## src/rtl/if_pkg.sv

```systemverilog
// Shared types and constants for the instruction fetch stage.
//   RESET_PC_DEFAULT : default first fetch address after reset
//   fetch_entry_t    : one buffered fetch result {pc, inst}
package if_pkg;

    localparam logic [31:0] RESET_PC_DEFAULT = 32'h1c00_0000;

    typedef struct packed {
        logic [31:0] pc;
        logic [31:0] inst;
    } fetch_entry_t;

endpackage

```

## src/rtl/inst_fifo.sv

```systemverilog
// Synchronous FIFO of fetch_entry_t holding fetched instructions with their PCs.
// Ports:
//   clk, reset  : clock, asynchronous active-high reset
//   push_i      : write entry_i at the tail (ignored when flush_i)
//   entry_i     : entry to write
//   pop_i       : advance the head
//   flush_i     : empty the FIFO at cycle end; wins over push_i
//   count_o     : number of valid entries
//   head_o      : head entry (contents undefined when count_o == 0)
module inst_fifo
    import if_pkg::*;
#(
    parameter int unsigned DEPTH = 2
) (
    input  logic                     clk,
    input  logic                     reset,
    input  logic                     push_i,
    input  fetch_entry_t             entry_i,
    input  logic                     pop_i,
    input  logic                     flush_i,
    output logic [$clog2(DEPTH):0]   count_o,
    output fetch_entry_t             head_o
);
    localparam int unsigned AW = $clog2(DEPTH);

    fetch_entry_t      mem_q [DEPTH];
    logic [AW-1:0]     wptr_q, wptr_d;
    logic [AW-1:0]     rptr_q, rptr_d;
    logic [AW:0]       count_q, count_d;

    always_comb begin
        wptr_d  = wptr_q;
        rptr_d  = rptr_q;
        count_d = count_q;
        if (flush_i) begin
            wptr_d  = '0;
            rptr_d  = '0;
            count_d = '0;
        end else begin
            if (push_i) wptr_d = wptr_q + 1'b1;
            if (pop_i)  rptr_d = rptr_q + 1'b1;
            count_d = count_q + {{AW{1'b0}}, push_i} - {{AW{1'b0}}, pop_i};
        end
    end

    always_ff @(posedge clk or posedge reset) begin
        if (reset) begin
            wptr_q  <= '0;
            rptr_q  <= '0;
            count_q <= '0;
        end else begin
            wptr_q  <= wptr_d;
            rptr_q  <= rptr_d;
            count_q <= count_d;
        end
    end

    // Storage needs no reset; validity is tracked by count_q.
    always_ff @(posedge clk) begin
        if (push_i && !flush_i) mem_q[wptr_q] <= entry_i;
    end

    assign count_o = count_q;
    assign head_o  = mem_q[rptr_q];

endmodule

```

## src/rtl/inst_fetch_stage.sv

```systemverilog
// Instruction fetch stage: owns the PC, drives the 1-cycle-latency instruction SRAM,
// buffers responses in inst_fifo and hands them to decode over valid/ready.
// Optional feature macro: IF_ALIGN_CHECK_EN (misaligned branch target -> sticky ADEF halt).
// Ports:
//   clk, reset                       : clock, asynchronous active-high reset
//   inst_sram_en / inst_sram_addr    : SRAM read request and address
//   inst_sram_rdata                  : data for last cycle's request
//   br_taken / br_target             : redirect from execute
//   fs_valid / fs_ready              : handshake to decode
//   fs_pc / fs_inst                  : head entry (zero when not valid)
//   fs_adef                          : sticky misaligned-fetch flag
module inst_fetch_stage
    import if_pkg::*;
#(
    parameter logic [31:0] RESET_PC = RESET_PC_DEFAULT,
    parameter int unsigned DEPTH    = 2
) (
    input  logic        clk,
    input  logic        reset,
    output logic        inst_sram_en,
    output logic [31:0] inst_sram_addr,
    input  logic [31:0] inst_sram_rdata,
    input  logic        br_taken,
    input  logic [31:0] br_target,
    output logic        fs_valid,
    input  logic        fs_ready,
    output logic [31:0] fs_pc,
    output logic [31:0] fs_inst,
    output logic        fs_adef
);
    localparam int unsigned CW = $clog2(DEPTH) + 1;

    logic [31:0]  fetch_pc_q, fetch_pc_d;
    logic [31:0]  inflight_pc_q, inflight_pc_d;
    logic         inflight_q, inflight_d;
    logic [CW-1:0] count;
    fetch_entry_t head, push_entry;
    logic         fifo_valid, push, pop, credit_ok, issue;
    logic         halted, br_bad;
    logic [31:0]  br_addr;

`ifdef IF_ALIGN_CHECK_EN
    logic         halted_q;
    logic [31:0]  adef_pc_q;

    assign br_bad  = br_taken & (|br_target[1:0]);
    assign br_addr = br_target;
    assign halted  = halted_q;
    assign fs_adef = halted_q;

    always_ff @(posedge clk or posedge reset) begin
        if (reset) begin
            halted_q  <= 1'b0;
            adef_pc_q <= '0;
        end else if (br_bad && !halted_q) begin
            halted_q  <= 1'b1;
            adef_pc_q <= br_target;
        end
    end
`else
    logic unused_tgt_lo;

    assign br_bad        = 1'b0;
    assign br_addr       = {br_target[31:2], 2'b00};
    assign halted        = 1'b0;
    assign fs_adef       = 1'b0;
    assign unused_tgt_lo = ^br_target[1:0];
`endif

    assign fifo_valid = (count != '0);
    assign pop        = fifo_valid & fs_ready & ~halted;

    // A redirect flushes the FIFO and drops the inflight response, so full credit is available.
    // Otherwise: DEPTH - count - inflight + pop > 0.
    assign credit_ok = br_taken |
                       ((32'(count) + 32'(inflight_q)) < (DEPTH + 32'(pop)));

    // Gating with reset keeps the request low while reset is held.
    assign issue          = credit_ok & ~halted & ~br_bad & ~reset;
    assign inst_sram_en   = issue;
    assign inst_sram_addr = br_taken ? br_addr : fetch_pc_q;

    always_comb begin
        fetch_pc_d    = fetch_pc_q;
        inflight_pc_d = inflight_pc_q;
        inflight_d    = 1'b0;
        if (issue) begin
            fetch_pc_d    = inst_sram_addr + 32'd4;
            inflight_pc_d = inst_sram_addr;
            inflight_d    = 1'b1;
        end
    end

    always_ff @(posedge clk or posedge reset) begin
        if (reset) begin
            fetch_pc_q    <= RESET_PC;
            inflight_pc_q <= '0;
            inflight_q    <= 1'b0;
        end else begin
            fetch_pc_q    <= fetch_pc_d;
            inflight_pc_q <= inflight_pc_d;
            inflight_q    <= inflight_d;
        end
    end

    assign push            = inflight_q & ~br_taken & ~halted;
    assign push_entry.pc   = inflight_pc_q;
    assign push_entry.inst = inst_sram_rdata;

    inst_fifo #(
        .DEPTH (DEPTH)
    ) u_fifo (
        .clk     (clk),
        .reset   (reset),
        .push_i  (push),
        .entry_i (push_entry),
        .pop_i   (pop),
        .flush_i (br_taken),
        .count_o (count),
        .head_o  (head)
    );

    always_comb begin
        fs_valid = fifo_valid;
        fs_pc    = fifo_valid ? head.pc   : '0;
        fs_inst  = fifo_valid ? head.inst : '0;
`ifdef IF_ALIGN_CHECK_EN
        if (halted_q) begin
            fs_valid = 1'b1;
            fs_pc    = adef_pc_q;
            fs_inst  = '0;
        end
`endif
    end

endmodule
```

## config.mk

```make
export PLATFORM = sky130hd
export DESIGN_NAME = inst_fetch_stage
export DESIGN_NICKNAME = d
export VERILOG_FILES = /design/src/rtl/if_pkg.sv /design/src/rtl/inst_fifo.sv /design/src/rtl/inst_fetch_stage.sv
export SDC_FILE = /design/constraint.sdc
export NUM_CORES = 1
export LEC_CHECK = 0
export CAP_MARGIN = 40
export CORE_AREA = 2 2 132 134
export DETAILED_ROUTE_END_ITERATION = 7
export DIE_AREA = 0 0 134 136
export PLACE_DENSITY = 0.84
export SLEW_MARGIN = 20
export SYNTH_ARGS = -nofsm -noshare
export SYNTH_HDL_FRONTEND = slang
export SYNTH_HIERARCHICAL = 1
export SYNTH_SLANG_ARGS = --single-unit
export TNS_END_PERCENT = 1
```

## constraint.sdc

```tcl
create_clock -name clk -period 15.4 [get_ports clk]
set_input_delay 1.54 -clock clk [delete_from_list [all_inputs] [get_ports clk]]
set_output_delay 1.54 -clock clk [all_outputs]
set_load 0.01 [all_outputs]
```

# ---- Word-level counts from Yosys, hierarchy flattened
# Memories as Yosys holds them, arrays and structs flattened.
# Index checks and enable logic that the tools add are counted.
dict set report word_totals {
  mem_count 1
  in_bits 68
  mem_bits_rw 128
  ff_bits 69
}
dict set report op_classes {
  magnitude_cmp 1
  reduce_logical 5
  n_addsub 7
  muxes 11
  bitwise_logic 6
}
# memory depth width read_ports rd_clocked_by_memory_dff write_ports line_no
set memory_table {}
lappend memory_table {u_fifo.mem_q 2 64 1 0 1 inst_fifo.sv:26} ;# fetch_entry_t mem_q [DEPTH];
# cell n
set op_table {}
lappend op_table {{$mux W32} 3}
lappend op_table {{$add A32 B3 Y32 const B} 1}
lappend op_table {{$mux W1} 7}
lappend op_table {{$reduce_bool A2 Y1} 3}
lappend op_table {{$add A2 B1 Y3} 1}
lappend op_table {{$add A2 B1 Y3 const A} 1}
lappend op_table {{$and A1 B1 Y1} 3}
lappend op_table {{$lt A3 B3 Y1} 1}
lappend op_table {{$add A1 B1 Y1 const B} 2}
lappend op_table {{$add A2 B1 Y2} 1}
lappend op_table {{$mux W2} 1}
lappend op_table {{$not A1 Y1} 2}
lappend op_table {{$sub A2 B1 Y2} 1}
lappend op_table {{$logic_and A1 B1 Y1} 1}
lappend op_table {{$logic_not A1 Y1} 1}
lappend op_table {{$or A1 B1 Y1} 1}

# ---- Depth between registers and ports, before layout
dict set report depth {
  depth_word 7
  ltp_mapped 11
  mapped_depth_nobuf 7
}

# ---- Hierarchy
# The synthesis kept the hierarchy.
# mod instances cells_per_inst seq_area_each_um2 area_per_inst_um2
set modules_own_cells {}
lappend modules_own_cells {inst_fifo 1 217 3943.8 5034.8}
lappend modules_own_cells {inst_fetch_stage 1 467 1580.3 3987.6}

# ---- Least setup slack after synthesis
# No wires, ideal clock.
dict set report synth_timing {
  kind {input to register}
  startpoint {in br_taken}
  endpoint {mem u_fifo/mem_q[0][0] (netlist name) (enable)}
  t_arrival_ps 7145
  cell_stages 6
  path_buffers 4
  path_slack_ps 7678
  required_ps 14822
  path_cell_list {buf_6 buf_2 buf_2 buf_2 nor2b_1 nor3b_1}
}
dict set report synth_between {
  elab_chain_len 5
  elab_cells_between_ends 6
}
# item line_no
set synth_rtl {}
lappend synth_rtl {{from (decl)} inst_fetch_stage.sv:23} ;# input logic br_taken,
lappend synth_rtl {{$not A1 Y1} inst_fetch_stage.sv:106} ;# assign push = inflight_q & ~br_taken & ~halted;
lappend synth_rtl {{$and A1 B1 Y1} inst_fetch_stage.sv:106}
lappend synth_rtl {{via push} inst_fetch_stage.sv:38} ;# logic fifo_valid, push, pop, credit_ok, issue;
lappend synth_rtl {{$logic_and A1 B1 Y1} inst_fifo.sv:60} ;# if (push_i && !flush_i) mem_q[wptr_q] <= entry_i;
lappend synth_rtl {{$mux W1} inst_fifo.sv:60}
lappend synth_rtl {{$mux W1 (not written as such)} inst_fifo.sv:60}
lappend synth_rtl {{to (decl)} inst_fifo.sv:26}
# The timed path passes the listed nets, and every way through them passes these cells.

# ---- Final worst setup path
dict set report layout_timing {
  startpoint {in br_taken}
  endpoint {out inst_sram_en}
}
dict set report layout_between {
  elab_chain_len 2
}
# item line_no
set layout_rtl {}
lappend layout_rtl {{$or A1 B1 Y1} inst_fetch_stage.sv:75} ;# assign credit_ok = br_taken |
lappend layout_rtl {{$and A1 B1 Y1} inst_fetch_stage.sv:79} ;# assign issue = credit_ok & ~halted & ~br_bad & ~reset;
lappend layout_rtl {{to (decl)} inst_fetch_stage.sv:20} ;# output logic inst_sram_en,
# Every way passes these cells.

==> impl_summary.log <==
[metrics] count of endpoints failing hold in the final timing report: 0
[metrics] crit path capture type: output pin
[metrics] final-layout setup total negative slack: 0 ns
[metrics] die width: 134 µm
[metrics] final HPWL from detailed placement: approximately 12000 µm
[metrics] count of synthesis-stage warnings from yosys: 6
[metrics] post-detailed-placement cell area: ~11000 µm²
[metrics] path class of the lowest-slack min-delay path: register to register
[metrics] FMAX: roughly 170 MHz
[metrics] height of the die: roughly 140 µm
[metrics] buffer cell driving the clock tree root: sky130_fd_sc_hd__clkbuf_16
[metrics] peak supply drop: roughly 0.000087 V
[metrics] syn avg cell area: about 13 µm²
[metrics] Pwr Density: 166.1 nW/µm²
[metrics] count of buffer and inverter cells on the critical path: 8
[metrics] vias in the first global route: between 5000 and 6000
[metrics] Design Area, Final: between 10000 and 15000 µm²
[metrics] slew at the pin closest to its max-slew limit: between 0.7 and 0.8 ns
[metrics] IO buf count: 163
[metrics] clock skew after layout: approximately 0.0091 ns
[metrics] syn nets: 757
[metrics] number of sinks handled by clock tree synthesis: between 150 and 200
[metrics] number of distinct library cells after synthesis: 60
[metrics] Starting Density: 0.5346
[metrics] crit path kind: input pin to output pin
[metrics] sequential cell area fraction in the yosys report: 0.6123
[metrics] setup repair after global routing missed its margin: no
[metrics] routed via count divided by cell count: 5.387
[metrics] synthesized cell area: about 9000 µm²
[metrics] P_leak: 4.434 nW
[metrics] Post-synth top flop: sky130_fd_sc_hd__edfxtp_1
[metrics] clock-pin slew reported for the worst setup and hold paths after clock tree synthesis: ~0.07 ns
[metrics] clock tree from TritonCTS: built
[metrics] overflow left after global routing: 0
[metrics] commonest cells after routing, fill and taps aside: sky130_fd_sc_hd__clkdlybuf4s50_1, sky130_fd_sc_hd__edfxtp_1, sky130_fd_sc_hd__nand2_1
[metrics] wire length of the first global-routing pass: about 28000 µm
[metrics] maximum clock path buffer count: 2
[metrics] flops & latches, synth: roughly 200
[metrics] leading cell type in the layout, fill and taps excluded: sky130_fd_sc_hd__clkdlybuf4s50_1
[metrics] Area Overhead vs Synth: 27.39%
[metrics] floorplan die area: 18220 µm²
[metrics] Worst path slowest cell: sky130_fd_sc_hd__buf_4
[metrics] final core utilization: 0.6811
[metrics] H-tree levels: 4
[metrics] library cell appearing most often on the critical path: sky130_fd_sc_hd__buf_4
[metrics] number of flops mapped to enable cells by yosys: 128
[metrics] quantity of hold-fixing buffers added after cts: 0
[metrics] Routability Congestion: 0.8446
[metrics] required time at the worst-slack endpoint: 13.86 ns
[metrics] share of the clock period used by the worst path after layout: 0.3723
[metrics] final routed wire length divided by cell count: approximately 17 µm
[metrics] Syn Inst Count: just under 700
[metrics] post-CTS resize count: 0
[metrics] number of core rows: 48
[metrics] global-route usage over all layers: 0.1981
[metrics] clock latency on the worst-skew pair: 0.43 ns
[metrics] number of nets still failing antenna checks after routing: 0
[metrics] pin count of the biggest net entering global routing: 98
[metrics] total count of max-transition violations in the final report: 0
[metrics] antenna violations before repair: 0
[metrics] result of the run: finished clean
[metrics] Antenna Diode Count: 0
[metrics] delay contributed by the slowest stage of the critical path: roughly 0.59 ns
[metrics] number of remaining DRC errors: 0
[metrics] share of cells above drive strength 1: 0.1637
[metrics] setup bufs post-CTS: 0
[metrics] via count: 5818
[metrics] worst slew slack as a fraction of its limit: 0.4684
[metrics] Top delay family on crit path: buffers and inverters
[metrics] post-layout min period: roughly 5.7 ns
[metrics] violation count after the first detailed-route iteration: 432
[metrics] first-pass iteration count of the detailed router: 5
[metrics] net count of the finished layout: a little over 900
[metrics] overall routed net length: approximately 18000 µm
[metrics] Critical Path Start Type: input pin
[metrics] number of CTS-inserted buffers: 17
[metrics] CP Max Fanout: 94
[metrics] Async S/R FF share, synth: 0.3436
[metrics] data arrival time of the worst path: 4.19 ns
[metrics] Core ar.: 16880 µm²
[metrics] cell chain of the critical path: buf_2 -> buf_4 -> inv_2 -> a21o_1 -> or2_2 -> buf_4 -> buf_16 -> clkinv_1 -> buf_4 -> clkdlybuf4s50_1
[metrics] number of top-level pins: between 150 and 200
[metrics] Max-Cap Viols: 0
[metrics] count of endpoints failing setup in the final report: 0
-- final cells by class --
cell class                 count  area (µm²)
sequential                   195        5528
fill                        1170        5383
multi-input combinational    433        3219
timing repair buffer         174        1749
clock buffer                  18       429.2
tap                          225       281.5
clock inverter                14       207.7
inverter                      21       78.83
-- registers in the layout, summed over array words and instances, names as in the netlist --
signal / count
fetch_pc_q: 30
inflight_pc_q: 32
u_fifo/mem_q: 128
u_fifo/count_o: 2
u_fifo/rptr_q: 1
inflight_q: 1
u_fifo/wptr_q: 1
-- per-stage QoR --
stage / total power, mW / instances / hold WS (ns) / setup slack, ns
finish: 1.909 / 1080 / 0.4689 / 9.667
global route: 1.995 / 1080 / 0.4926 / 9.528
floorplan: 1.129 / 684 / 0.4382 / 7.678
CTS: 1.916 / 1078 / 0.4729 / 9.507
global placement: 1.416 / 1046 / 0.4479 / 9.571
detailed placement: 1.439 / 1046 / 0.4578 / 9.519
-- synth_stat cells (8+ instances only) --
cell type	instances	area, µm²
sky130_fd_sc_hd__nor2_1	12	45.04
sky130_fd_sc_hd__mux2_4	50	750.7
sky130_fd_sc_hd__clkbuf_1	20	75.07
sky130_fd_sc_hd__nand3_1	19	95.09
sky130_fd_sc_hd__dfrtp_1	64	1602
sky130_fd_sc_hd__o21ai_0	26	130.1
sky130_fd_sc_hd__xor2_1	9	78.83
sky130_fd_sc_hd__inv_1	19	71.32
sky130_fd_sc_hd__edfxtp_1	128	3844
sky130_fd_sc_hd__nand4_1	10	62.56
sky130_fd_sc_hd__nand2_1	104	390.4
sky130_fd_sc_hd__and2_1	67	419.2
sky130_fd_sc_hd__mux2_2	33	371.6
sky130_fd_sc_hd__mux2i_1	11	110.1
sky130_fd_sc_hd__xnor2_1	8	70.07
-- worst reg2reg max path: cells and delay by family, from the launching register on --
| kind | cells | cell delay, ns |
|---|---|---|
| compound gates | 1 | 0.35 |
| fa+ha+maj | 1 | 0.31 |
| buf+inv | 4 | 0.87 |
| mux | 1 | 0.38 |
| simple gates | 1 | 0.29 |
| flops | 1 | 0.40 |
-- final timing paths --
| path | endpoint | slack, ns | start | cells after the start |
|---|---|---|---|---|
| worst max-delay path | inst_sram_en | 9.67 | br_taken | 10 |
| worst min-delay path | u_fifo/mem_q[0][41] | 0.47 | inflight_pc_q[9] | 0 |
| worst max register to register | inflight_pc_q[3] | 12.69 | inflight_q | 8 |
| worst min register to register | u_fifo/mem_q[0][41] | 0.47 | inflight_pc_q[9] | 0 |
| max in group asynchronous | fetch_pc_q[27] | 13.43 | reset | 4 |
| min in group asynchronous | u_fifo/count_o[1] | 1.39 | reset | 2 |
-- kinds of logic (layout without fill, tap and decap cells) --
family,Yosys count,in the layout,synth area share
compound gates,67,67,0.05062
xor+xnor,18,18,0.01900
fa+ha+maj,5,5,0.006934
buf+inv,56,227,0.03162
flops,195,195,0.6123
mux,94,94,0.1366
other cells,1,1,0.0004156
simple gates,248,248,0.1426
-- routing by layer --
layer	part of all wire	global-route usage	routed length (µm)
met1	0.45	0.2683	8275
met3	0.050	0.03318	915
met2	0.49	0.3274	8980
met4	0.010	0.06738	191
met5	0	0	0
-- report_power, final --
| part | switching [mW] | leakage (nW) | internal [mW] |
|---|---|---|---|
| combinational | 0.313 | 2.13 | 0.375 |
| sequential | 0.0771 | 1.99 | 0.668 |
| clock | 0.188 | 0.314 | 0.288 |
| total | 0.578 | 4.43 | 1.33 |
(Power assumes the default switching activity.)
